**src/rtl/uart_pkg.sv**
```systemverilog
// Shared types and constants for the UART engine: FSM state encodings,
// oversample ratio, frame data width and the baud divider calculation.
package uart_pkg;

  typedef enum logic [1:0] {RX_IDLE, RX_START, RX_DATA, RX_STOP} rx_state_t;
  typedef enum logic {TX_IDLE, TX_SHIFT} tx_state_t;

  localparam int unsigned OVERSAMPLE = 16;
  localparam int unsigned DATA_BITS  = 8;

  // Sysclk cycles per oversample tick, rounded to nearest and never below 1.
  function automatic int unsigned calc_div(input int unsigned clk_freq,
                                           input int unsigned baud);
    int unsigned d;
    d = (clk_freq + (baud * OVERSAMPLE) / 2) / (baud * OVERSAMPLE);
    return (d < 1) ? 1 : d;
  endfunction

endpackage

```
**src/rtl/uart_baud_gen.sv**
```systemverilog
// Free-running oversample tick generator: counts 0..DIV-1 and strobes
// tick16 for one sysclk on the cycle the count wraps.
module uart_baud_gen #(
  parameter int unsigned DIV = 1
) (
  input  logic sysclk,
  input  logic reset,
  output logic tick16
);

  localparam int unsigned CW = (DIV > 1) ? $clog2(DIV) : 1;
  localparam logic [CW-1:0] CNT_TOP = CW'(DIV - 1);

  logic [CW-1:0] cnt_q, cnt_d;

  always_comb begin
    tick16 = (cnt_q == CNT_TOP);
    cnt_d  = tick16 ? '0 : cnt_q + CW'(1);
  end

  always_ff @(posedge sysclk or negedge reset) begin
    if (!reset) cnt_q <= '0;
    else        cnt_q <= cnt_d;
  end

endmodule

```
**src/rtl/uart_core.sv**
```systemverilog
// 8N1 UART engine: baud generator, oversampling receiver and transmitter.
// Define UART_LOOPBACK_EN to feed the receiver from UART_txd instead of UART_rxd.
//
// rx state | meaning
// RX_IDLE  | waiting for a low rxs on a tick16 while rx_en is high
// RX_START | counting to mid start bit, rejects glitches
// RX_DATA  | sampling 8 data bits at mid-bit, LSB first
// RX_STOP  | sampling stop bit; commits byte only if it is high
//
// tx state | meaning
// TX_IDLE  | line high, tx_status high, waiting for an accepted request
// TX_SHIFT | driving start, d0..d7, stop; each bit 16*DIV sysclk
module uart_core
  import uart_pkg::*;
#(
  parameter int unsigned CLK_FREQ = 100_000_000,
  parameter int unsigned BAUD     = 9600,
  parameter int unsigned DIV      = calc_div(CLK_FREQ, BAUD)
) (
  input  logic       sysclk,
  input  logic       reset,
  input  logic       UART_rxd,
  input  logic       rx_en,
  output logic [7:0] rx_data,
  output logic       rx_status,
  input  logic       tx_en,
  input  logic [7:0] txdata,
  input  logic       txstop,
  output logic       tx_status,
  output logic       UART_txd
);

  localparam int unsigned BIT_CYC = OVERSAMPLE * DIV;
  localparam int unsigned TW      = $clog2(BIT_CYC);
  localparam logic [TW-1:0] BIT_LAST  = TW'(BIT_CYC - 1);
  localparam logic [3:0]    MID_TICK  = 4'(OVERSAMPLE / 2 - 1);
  localparam logic [3:0]    LAST_TICK = 4'(OVERSAMPLE - 1);
  localparam logic [2:0]    LAST_BIT  = 3'(DATA_BITS - 1);
  localparam logic [3:0]    STOP_BIT  = 4'(DATA_BITS + 1);

  logic tick16;

  uart_baud_gen #(.DIV(DIV)) u_baud (
    .sysclk (sysclk),
    .reset  (reset),
    .tick16 (tick16)
  );

  logic txd_q, txd_d;
  logic rx_src;

`ifdef UART_LOOPBACK_EN
  assign rx_src = txd_q;
`else
  assign rx_src = UART_rxd;
`endif

  logic sync1_q, sync2_q, rxs;
  assign rxs = sync2_q;

  always_ff @(posedge sysclk or negedge reset) begin
    if (!reset) begin
      sync1_q <= 1'b1;
      sync2_q <= 1'b1;
    end else begin
      sync1_q <= rx_src;
      sync2_q <= sync1_q;
    end
  end

  rx_state_t  rx_state_q, rx_state_d;
  logic [3:0] rx_tick_q, rx_tick_d;
  logic [2:0] rx_bit_q, rx_bit_d;
  logic [7:0] rx_shift_q, rx_shift_d;
  logic [7:0] rx_data_q, rx_data_d;
  logic       rx_status_q, rx_status_d;

  always_comb begin
    rx_state_d  = rx_state_q;
    rx_tick_d   = rx_tick_q;
    rx_bit_d    = rx_bit_q;
    rx_shift_d  = rx_shift_q;
    rx_data_d   = rx_data_q;
    rx_status_d = 1'b0;
    case (rx_state_q)
      RX_IDLE: begin
        if (tick16 && rx_en && !rxs) begin
          rx_state_d = RX_START;
          rx_tick_d  = '0;
        end
      end
      RX_START: begin
        if (tick16) begin
          if (rx_tick_q == MID_TICK) begin
            rx_tick_d  = '0;
            rx_bit_d   = '0;
            rx_state_d = rxs ? RX_IDLE : RX_DATA;
          end else begin
            rx_tick_d = rx_tick_q + 4'd1;
          end
        end
      end
      RX_DATA: begin
        if (tick16) begin
          if (rx_tick_q == LAST_TICK) begin
            rx_tick_d  = '0;
            rx_shift_d = {rxs, rx_shift_q[7:1]};
            if (rx_bit_q == LAST_BIT) rx_state_d = RX_STOP;
            else                      rx_bit_d   = rx_bit_q + 3'd1;
          end else begin
            rx_tick_d = rx_tick_q + 4'd1;
          end
        end
      end
      RX_STOP: begin
        if (tick16) begin
          if (rx_tick_q == LAST_TICK) begin
            rx_tick_d  = '0;
            rx_state_d = RX_IDLE;
            // A low stop bit is a framing error: drop the byte silently.
            if (rxs) begin
              rx_data_d   = rx_shift_q;
              rx_status_d = 1'b1;
            end
          end else begin
            rx_tick_d = rx_tick_q + 4'd1;
          end
        end
      end
      default: rx_state_d = RX_IDLE;
    endcase
  end

  always_ff @(posedge sysclk or negedge reset) begin
    if (!reset) begin
      rx_state_q  <= RX_IDLE;
      rx_tick_q   <= '0;
      rx_bit_q    <= '0;
      rx_shift_q  <= '0;
      rx_data_q   <= '0;
      rx_status_q <= 1'b0;
    end else begin
      rx_state_q  <= rx_state_d;
      rx_tick_q   <= rx_tick_d;
      rx_bit_q    <= rx_bit_d;
      rx_shift_q  <= rx_shift_d;
      rx_data_q   <= rx_data_d;
      rx_status_q <= rx_status_d;
    end
  end

  tx_state_t     tx_state_q, tx_state_d;
  logic [TW-1:0] tx_timer_q, tx_timer_d;
  logic [3:0]    tx_bit_q, tx_bit_d;
  logic [8:0]    tx_frame_q, tx_frame_d;
  logic          tx_status_q, tx_status_d;

  // The bit timer is a down-counter reloaded at acceptance, so frame timing
  // is independent of the free-running tick16 phase.
  always_comb begin
    tx_state_d  = tx_state_q;
    tx_timer_d  = tx_timer_q;
    tx_bit_d    = tx_bit_q;
    tx_frame_d  = tx_frame_q;
    tx_status_d = tx_status_q;
    txd_d       = txd_q;
    case (tx_state_q)
      TX_IDLE: begin
        if (tx_en && !txstop && tx_status_q) begin
          tx_state_d  = TX_SHIFT;
          tx_frame_d  = {1'b1, txdata};
          tx_timer_d  = BIT_LAST;
          tx_bit_d    = '0;
          tx_status_d = 1'b0;
          txd_d       = 1'b0;
        end
      end
      TX_SHIFT: begin
        if (tx_timer_q == '0) begin
          if (tx_bit_q == STOP_BIT) begin
            tx_state_d  = TX_IDLE;
            tx_status_d = 1'b1;
            txd_d       = 1'b1;
          end else begin
            txd_d      = tx_frame_q[0];
            tx_frame_d = {1'b1, tx_frame_q[8:1]};
            tx_bit_d   = tx_bit_q + 4'd1;
            tx_timer_d = BIT_LAST;
          end
        end else begin
          tx_timer_d = tx_timer_q - TW'(1);
        end
      end
      default: tx_state_d = TX_IDLE;
    endcase
  end

  always_ff @(posedge sysclk or negedge reset) begin
    if (!reset) begin
      tx_state_q  <= TX_IDLE;
      tx_timer_q  <= '0;
      tx_bit_q    <= '0;
      tx_frame_q  <= '0;
      tx_status_q <= 1'b1;
      txd_q       <= 1'b1;
    end else begin
      tx_state_q  <= tx_state_d;
      tx_timer_q  <= tx_timer_d;
      tx_bit_q    <= tx_bit_d;
      tx_frame_q  <= tx_frame_d;
      tx_status_q <= tx_status_d;
      txd_q       <= txd_d;
    end
  end

  assign rx_data   = rx_data_q;
  assign rx_status = rx_status_q;
  assign tx_status = tx_status_q;
  assign UART_txd  = txd_q;

endmodule

```
**config.mk**
```make
export PLATFORM = sky130hd
export DESIGN_NAME = uart_core
export DESIGN_NICKNAME = d
export VERILOG_FILES = /design/src/rtl/uart_pkg.sv /design/src/rtl/uart_baud_gen.sv /design/src/rtl/uart_core.sv
export SDC_FILE = /design/constraint.sdc
export NUM_CORES = 1
export LEC_CHECK = 0
export CAP_MARGIN = 20
export CORE_ASPECT_RATIO = 0.9
export CORE_MARGIN = 2
export CORE_UTILIZATION = 30
export CTS_CLUSTER_SIZE = 24
export DETAILED_ROUTE_END_ITERATION = 16
export SETUP_SLACK_MARGIN = 0.15
export SLEW_MARGIN = 0
export SYNTH_ARGS = -nofsm -noshare
export SYNTH_HDL_FRONTEND = slang
export SYNTH_HIERARCHICAL = 1
export SYNTH_SLANG_ARGS = --single-unit
```
**constraint.sdc**
```tcl
create_clock -name sysclk -period 4.15 [get_ports sysclk]
set_clock_uncertainty 0.1 [all_clocks]
set_input_delay 1.0375 -clock sysclk [delete_from_list [all_inputs] [get_ports sysclk]]
set_output_delay 1.0375 -clock sysclk [all_outputs]
set_load 0.02 [all_outputs]
```
==> metrics.md, run 1 <==
| Metric | Value |
|---|---|
| Largest net degree at the start of global routing | `33` |
| Drt wl/cell | `12.8 um` |
| Longest Clk Path Bufs | `2` |
| Syn_area_per_cell | `10.4 um2` |
| PwrDens | `390 nW/um2` |
| Max-slew violation count | `0` |
| Layout fillers | `1055` |
| Total grt overflow | `0` |
| Detail Route Antenna Nets | `0` |
| Die Area | `11900 um2` |
| Post-Synthesis Cells | `320` |
| Endpoint class of the critical path | `flip-flop` |
| Setup TNS Final | `0 ns` |
| DRC | `0` |
| Mapped cell area | `3320 um2` |
| Yosys Warn Count | `6` |
| Syn nets | `342` |
| Most numerous cell in the Yosys netlist | `dfrtp_1` |
| Worst rel slew slack | `49.9%` |
| RSZ-0062 raised after global routing | `false` |
| CTS Buf Count | `9` |
| Hold slack | `0.268 ns` |
| Initial antenna violation count | `0` |
| Postcts setup bufs | `0` |
| Async set-or-reset flop fraction in the synthesized netlist | `100%` |
| Startpoint Class | `flip-flop` |
| Worst-path clk slew | `0.06 ns` |
| Worst EP required | `4.26 ns` |
| Status | `completed` |
| Layout cells sized above 1 | `16.8%` |
| Post-synth EDFFs | `0` |
| Multi-input logic area | `1500 um2` |
| Nets | `369` |
| Die width | `115 um` |
| Synth top area share | `48.2%` |
| Worst Tran Pin Value | `0.751 ns` |
| DP HPWL | `4220 um` |
| Fin. Hold Viols | `0` |
| Drt pass-1 iters | `4` |
| Total GRT Usage | `11.4%` |
| Initial Utilization | `30.7%` |
| Port bufs | `24` |
| Antenna Cells | `0` |
| First-pass GRT wire length | `11200 um` |
| Area contributors post-synth | `dfrtp_1 48%, mux2_2 6.4%, nand2_1 3.8%` |
| Final setup violation count | `0` |
| Max-Cap Viols | `0` |
| Syn-to-layout area delta | `21.9%` |
| Synth cell count leaders | `64 x dfrtp_1, 34 x nand2_1, 28 x nor2_1, 19 x a21oi_1, 19 x mux2_2` |
| Core area | `10800 um2` |
| Leak Pwr | `1.75 nW` |
| Clock Latency Late Sink | `0.33 ns` |
| Sequential cell area fraction in the yosys report | `51.4%` |
| Fin util | `37.4%` |
| Final WL | `6200 um` |
| CTS root buf | `clkbuf_16` |
| Die Span Y | `104 um` |
| Row cnt | `36` |
| VDD IR-drop max | `0.000189 V` |
| Final cell count without fillers | `485` |
| Worst Path Max Fanout | `11` |
| Synth area leader | `dfrtp_1` |
| Fmax | `330 MHz` |
| Final period utilization | `73.1%` |
| Hold-fix buffers, CTS | `0` |
| H-tree depth | `3` |
| WP data arrival | `3.14 ns` |
| Initial DRC count | `85` |
| Dpl cells | `469` |
| Ys flop type | `dfrtp_1` |
| Synthesis-stage register bit count | `68` |
| GPL Wtd Cong | `0.763` |
| Synth unique cells | `51` |
| Sequential cell area | `1710 um2` |
| TritonCTS Sinks | `68` |
| # resized after CTS | `0` |
| CTS tree | `done` |
| Tightest Hold Check Type | `flip-flop to flip-flop` |
| Vias in the first global route | `2430` |
| Tmin final | `3.03 ns` |
| IO Pins | `25` |
| Critical path type | `flip-flop to flip-flop` |
| Via count | `2363` |
| Vias per cell | `4.87` |
layout by cell type, fill, tap and decap left out, drive strengths merged, types with 3 or more instances in the layout:
cell / count
nand2: 35
bufinv: 3
nor4: 6
xor2: 3
nand3: 13
clkdlybuf4s50: 23
nor3: 8
inv: 15
or4: 3
a31oi: 4
or2: 4
xnor2: 7
mux2: 19
nor2: 28
a221oi: 8
nor2b: 3
o21ai: 14
dfrtp: 64
buf: 5
nand4: 3
mux2i: 9
a21oi: 20
ha: 8
and3: 3
clkbuf: 10
dfstp: 4
nand2b: 4
and2: 3
final timing paths:
check,start,end,slack [ns],depth (start not counted)
worst max-delay path,u_baud/cnt_q[0]$_DFF_PN0_,rx_data[5]$_DFFE_PN0P_,1.12,9
worst max register to register,u_baud/cnt_q[0]$_DFF_PN0_,rx_data[5]$_DFFE_PN0P_,1.12,9
worst min-delay path,sync1_q$_DFF_PN1_,rxs$_DFF_PN1_,0.27,0
worst min register to register,sync1_q$_DFF_PN1_,rxs$_DFF_PN1_,0.27,0
max in group asynchronous,reset,rxs$_DFF_PN1_,2.49,2
min in group asynchronous,reset,tx_frame_q[5]$_DFFE_PN0P_,0.67,1
cell type report:
cell class | instances | area share, %
Sequential cell | 68 | 42.2
Multi-Input combinational cell | 225 | 37.1
Timing Repair Buffer | 28 | 6.55
Clock buffer | 10 | 5.90
Tap cell | 133 | 4.11
Clock inverter | 6 | 2.75
Inverter | 15 | 1.39
where the power goes:
part           switching [mW]  internal, mW
registers            0.000904         0.665
logic                  0.0165        0.0122
clock network           0.279         0.603
stage by stage:
stage | instance area [um2] | setup slack, ns | power [mW]
5_1_grt | 4050 | 0.882 | 1.63
4_1_cts | 4050 | 1.11 | 1.60
3_3_place_gp | 3700 | 1.17 | 0.707
3_5_place_dp | 3700 | 1.13 | 0.708
2_1_floorplan | 3320 | 1.34 | 0.680
6_report | 4050 | 1.12 | 1.58
kinds of logic (layout without fill, tap and decap cells):
| logic type | after synthesis | count (layout) | synth area share, % |
|---|---|---|---|
| AND/OR/NAND/NOR | 124 | 124 | 19.8 |
| flip-flops | 68 | 68 | 51.4 |
| AO/OA/AOI/OAI | 55 | 55 | 10.7 |
| multiplexers | 28 | 28 | 9.16 |
| buffers and inverters | 27 | 59 | 3.32 |
| XOR/XNOR | 10 | 10 | 2.64 |
| adder cells (fa/ha/maj) | 8 | 8 | 3.02 |
flip-flops by register name, summed over array words and instances (netlist names), named ones only:
name          count
UART_txd          1
tx_status         1
sync1_q           1
tx_bit_q          4
rx_tick_q         4
rx_data           8
rx_status         1
tx_timer_q       14
rx_shift_q        8
rx_state_q        1
tx_frame_q        9
rxs               1
tx_state_q        1
rx_bit_q          3
u_baud/cnt_q     10
critical path, stage by stage, from the launching register on:
cell	delay, ns
dfrtp_1	0.44
inv_1	0.08
ha_1	0.13
or3b_1	0.40
nor4_4	0.22
buf_4	0.21
and3_1	0.24
nand3_1	0.11
nor2_1	0.58
mux2_2	0.41
metal layers:
layer	part of all wire, %	GRT usage (%)	routed length, um	vias to the layer above
met3	3.6	3.22	225	9
met2	45	17.3	2780	37
met4	1.2	4.13	72	0
met1	50	15.6	3130	1125
li1	-	-	-	1192
met5	0	0	0	-
No activity file was read; power rests on OpenSTA's default activity.
==> inputs of run 2 (changes only) <==
- clock period: 4.15 -> 2.7 ns (I/O delays scaled with it)
==> run 2 against run 1 <==
Utilization grew 0.98 points. Worst setup slack lost 0.87 ns. Cell area grew 2.6%. Global-route usage grew 0.18 points. Clock power grew 54%. Via count grew 2.9%. Flip-flop and latch count is the same. Critical path type unchanged. Largest cell class unchanged.
==> metrics.md, run 2 (same netlist as run 1, synthesis figures left out) <==
| Metric | Value |
|---|---|
| Clock Latency Late Sink | `0.33 ns` |
| Die Area | `11900 um2` |
| Initial DRC count | `71` |
| CTS tree | `done` |
| H-tree depth | `3` |
| First-pass GRT wire length | `11100 um` |
| Vias in the first global route | `2357` |
| Die Span Y | `104 um` |
| Worst Path Max Fanout | `6` |
| PwrDens | `585 nW/um2` |
| Leak Pwr | `1.79 nW` |
| Initial Utilization | `30.7%` |
| VDD IR-drop max | `0.000255 V` |
| Largest net degree at the start of global routing | `69` |
| Tightest Hold Check Type | `flip-flop to flip-flop` |
| Port bufs | `24` |
| Max-Cap Viols | `0` |
| Vias per cell | `4.93` |
| Syn-to-layout area delta | `25.1%` |
| Critical path type | `flip-flop to flip-flop` |
| WP data arrival | `2.57 ns` |
| Antenna Cells | `0` |
| Row cnt | `36` |
| Final WL | `6380 um` |
| Worst rel slew slack | `64.0%` |
| Largest reg by FF count | `tx_timer_q` |
| Drt pass-1 iters | `4` |
| Die width | `115 um` |
| Setup TNS Final | `0 ns` |
| Nets | `377` |
| Fin. Hold Viols | `0` |
| Biggest regs | `tx_timer_q x14, u_baud/cnt_q x10, tx_frame_q x9` |
| Detail Route Antenna Nets | `0` |
| IO Pins | `25` |
| CTS Buf Count | `9` |
| Cell area after layout | `4150 um2` |
| Endpoint class of the critical path | `flip-flop` |
| Longest Clk Path Bufs | `2` |
| Largest register FFs | `14` |
| Tmin final | `2.46 ns` |
| Core area | `10800 um2` |
| DP Area | `3770 um2` |
| Drt wl/cell | `12.9 um` |
| Status | `completed` |
| Startpoint Class | `flip-flop` |
| Total grt overflow | `0` |
| Final period utilization | `91.0%` |
| Worst Tran Pin Value | `0.537 ns` |
| RSZ-0062 raised after global routing | `false` |
| Commonest non-fill, non-tap cells in the layout | `64 x dfrtp_1, 34 x nand2_1, 27 x nor2_1` |
| Initial antenna violation count | `0` |
| DP HPWL | `4320 um` |
| Total GRT Usage | `11.6%` |
| Via count | `2431` |
| Final worst slack | `0.243 ns` |
| Worst-path clk slew | `0.06 ns` |
| Commonest non-fill, non-tap cell in the layout | `dfrtp_1` |
| GPL Wtd Cong | `0.746` |
| Pre-CTS WS | `0.152 ns` |
| Worst EP required | `2.81 ns` |
| CTS root buf | `clkbuf_16` |
| Layout cells sized above 1 | `20.3%` |
| Final setup violation count | `0` |
| TritonCTS Sinks | `68` |
| Hold-fix buffers, CTS | `0` |
| Fmax | `407 MHz` |
| Max-slew violation count | `0` |
| DRC | `0` |
-- run 2: where the power goes --
part	total (mW)	internal [mW]	leakage [nW]	switching, mW
Combinational	0.0454	0.0200	0.815	0.0254
Sequential	1.02	1.02	0.808	0.000981
Clock	1.36	0.908	0.166	0.452
Total	2.43	1.95	1.79	0.478
-- run 2: layout make-up --
type                    instances  area, um2
clock buffers                   9        225
clock inverters                 7        124
fillers                      1088       6660
inverters                      15       56.3
multi-input cells             226       1550
flip-flops and latches         68       1710
well taps                     133        166
repair buffers                 35        330
-- run 2: path summary, 6_finish.rpt --
kind	from	cells after the start	end	slack, ns
setup / recovery	tx_timer_q[0]$_DFFE_PN0P_	7	tx_timer_q[0]$_DFFE_PN0P_	0.24
hold / removal	sync1_q$_DFF_PN1_	0	rxs$_DFF_PN1_	0.25
setup reg to reg	tx_timer_q[0]$_DFFE_PN0P_	7	tx_timer_q[0]$_DFFE_PN0P_	0.24
hold reg to reg	sync1_q$_DFF_PN1_	0	rxs$_DFF_PN1_	0.25
max in group asynchronous	reset	2	UART_txd$_DFFE_PN1P_	1.91
min in group asynchronous	reset	2	rx_data[4]$_DFFE_PN0P_	0.26
-- run 2: per-stage QoR --
step | total power [mW] | util, % | cells | hold WS [ns]
floorplan | 1.05 | - | 320 | 0.245
global placement | 1.09 | 34.9 | 476 | 0.247
detailed placement | 1.09 | 34.9 | 476 | 0.247
CTS | 2.47 | 38.1 | 492 | 0.255
global route | 2.52 | 38.4 | 493 | 0.261
finish | 2.43 | 38.4 | 493 | 0.253
-- run 2: timing repair --
item	CTS	global route
setup endpoints to repair	1	21
pin swaps	0	1
gates cloned	0	1
gates resized for setup	1	5
buffers inserted	0	0
-- run 2: critical path: stages, from the launching register on --
cell and delay, ns:
dfrtp_1 0.40, inv_1 0.11, ha_4 0.17, or4b_2 0.59, or4_4 0.47, o21ai_4 0.16
nand2_2 0.07, mux2_2 0.26
-- run 2: per-layer routing --
metal  part of all wire, %  vias up  global-route usage (%)
met2                    45       34                    17.1
met1                    50     1189                    16.0
met3                   3.6        8                    3.86
met4                   1.4        0                    3.87
met5                     0        -                       0
li1                      -     1200                       -
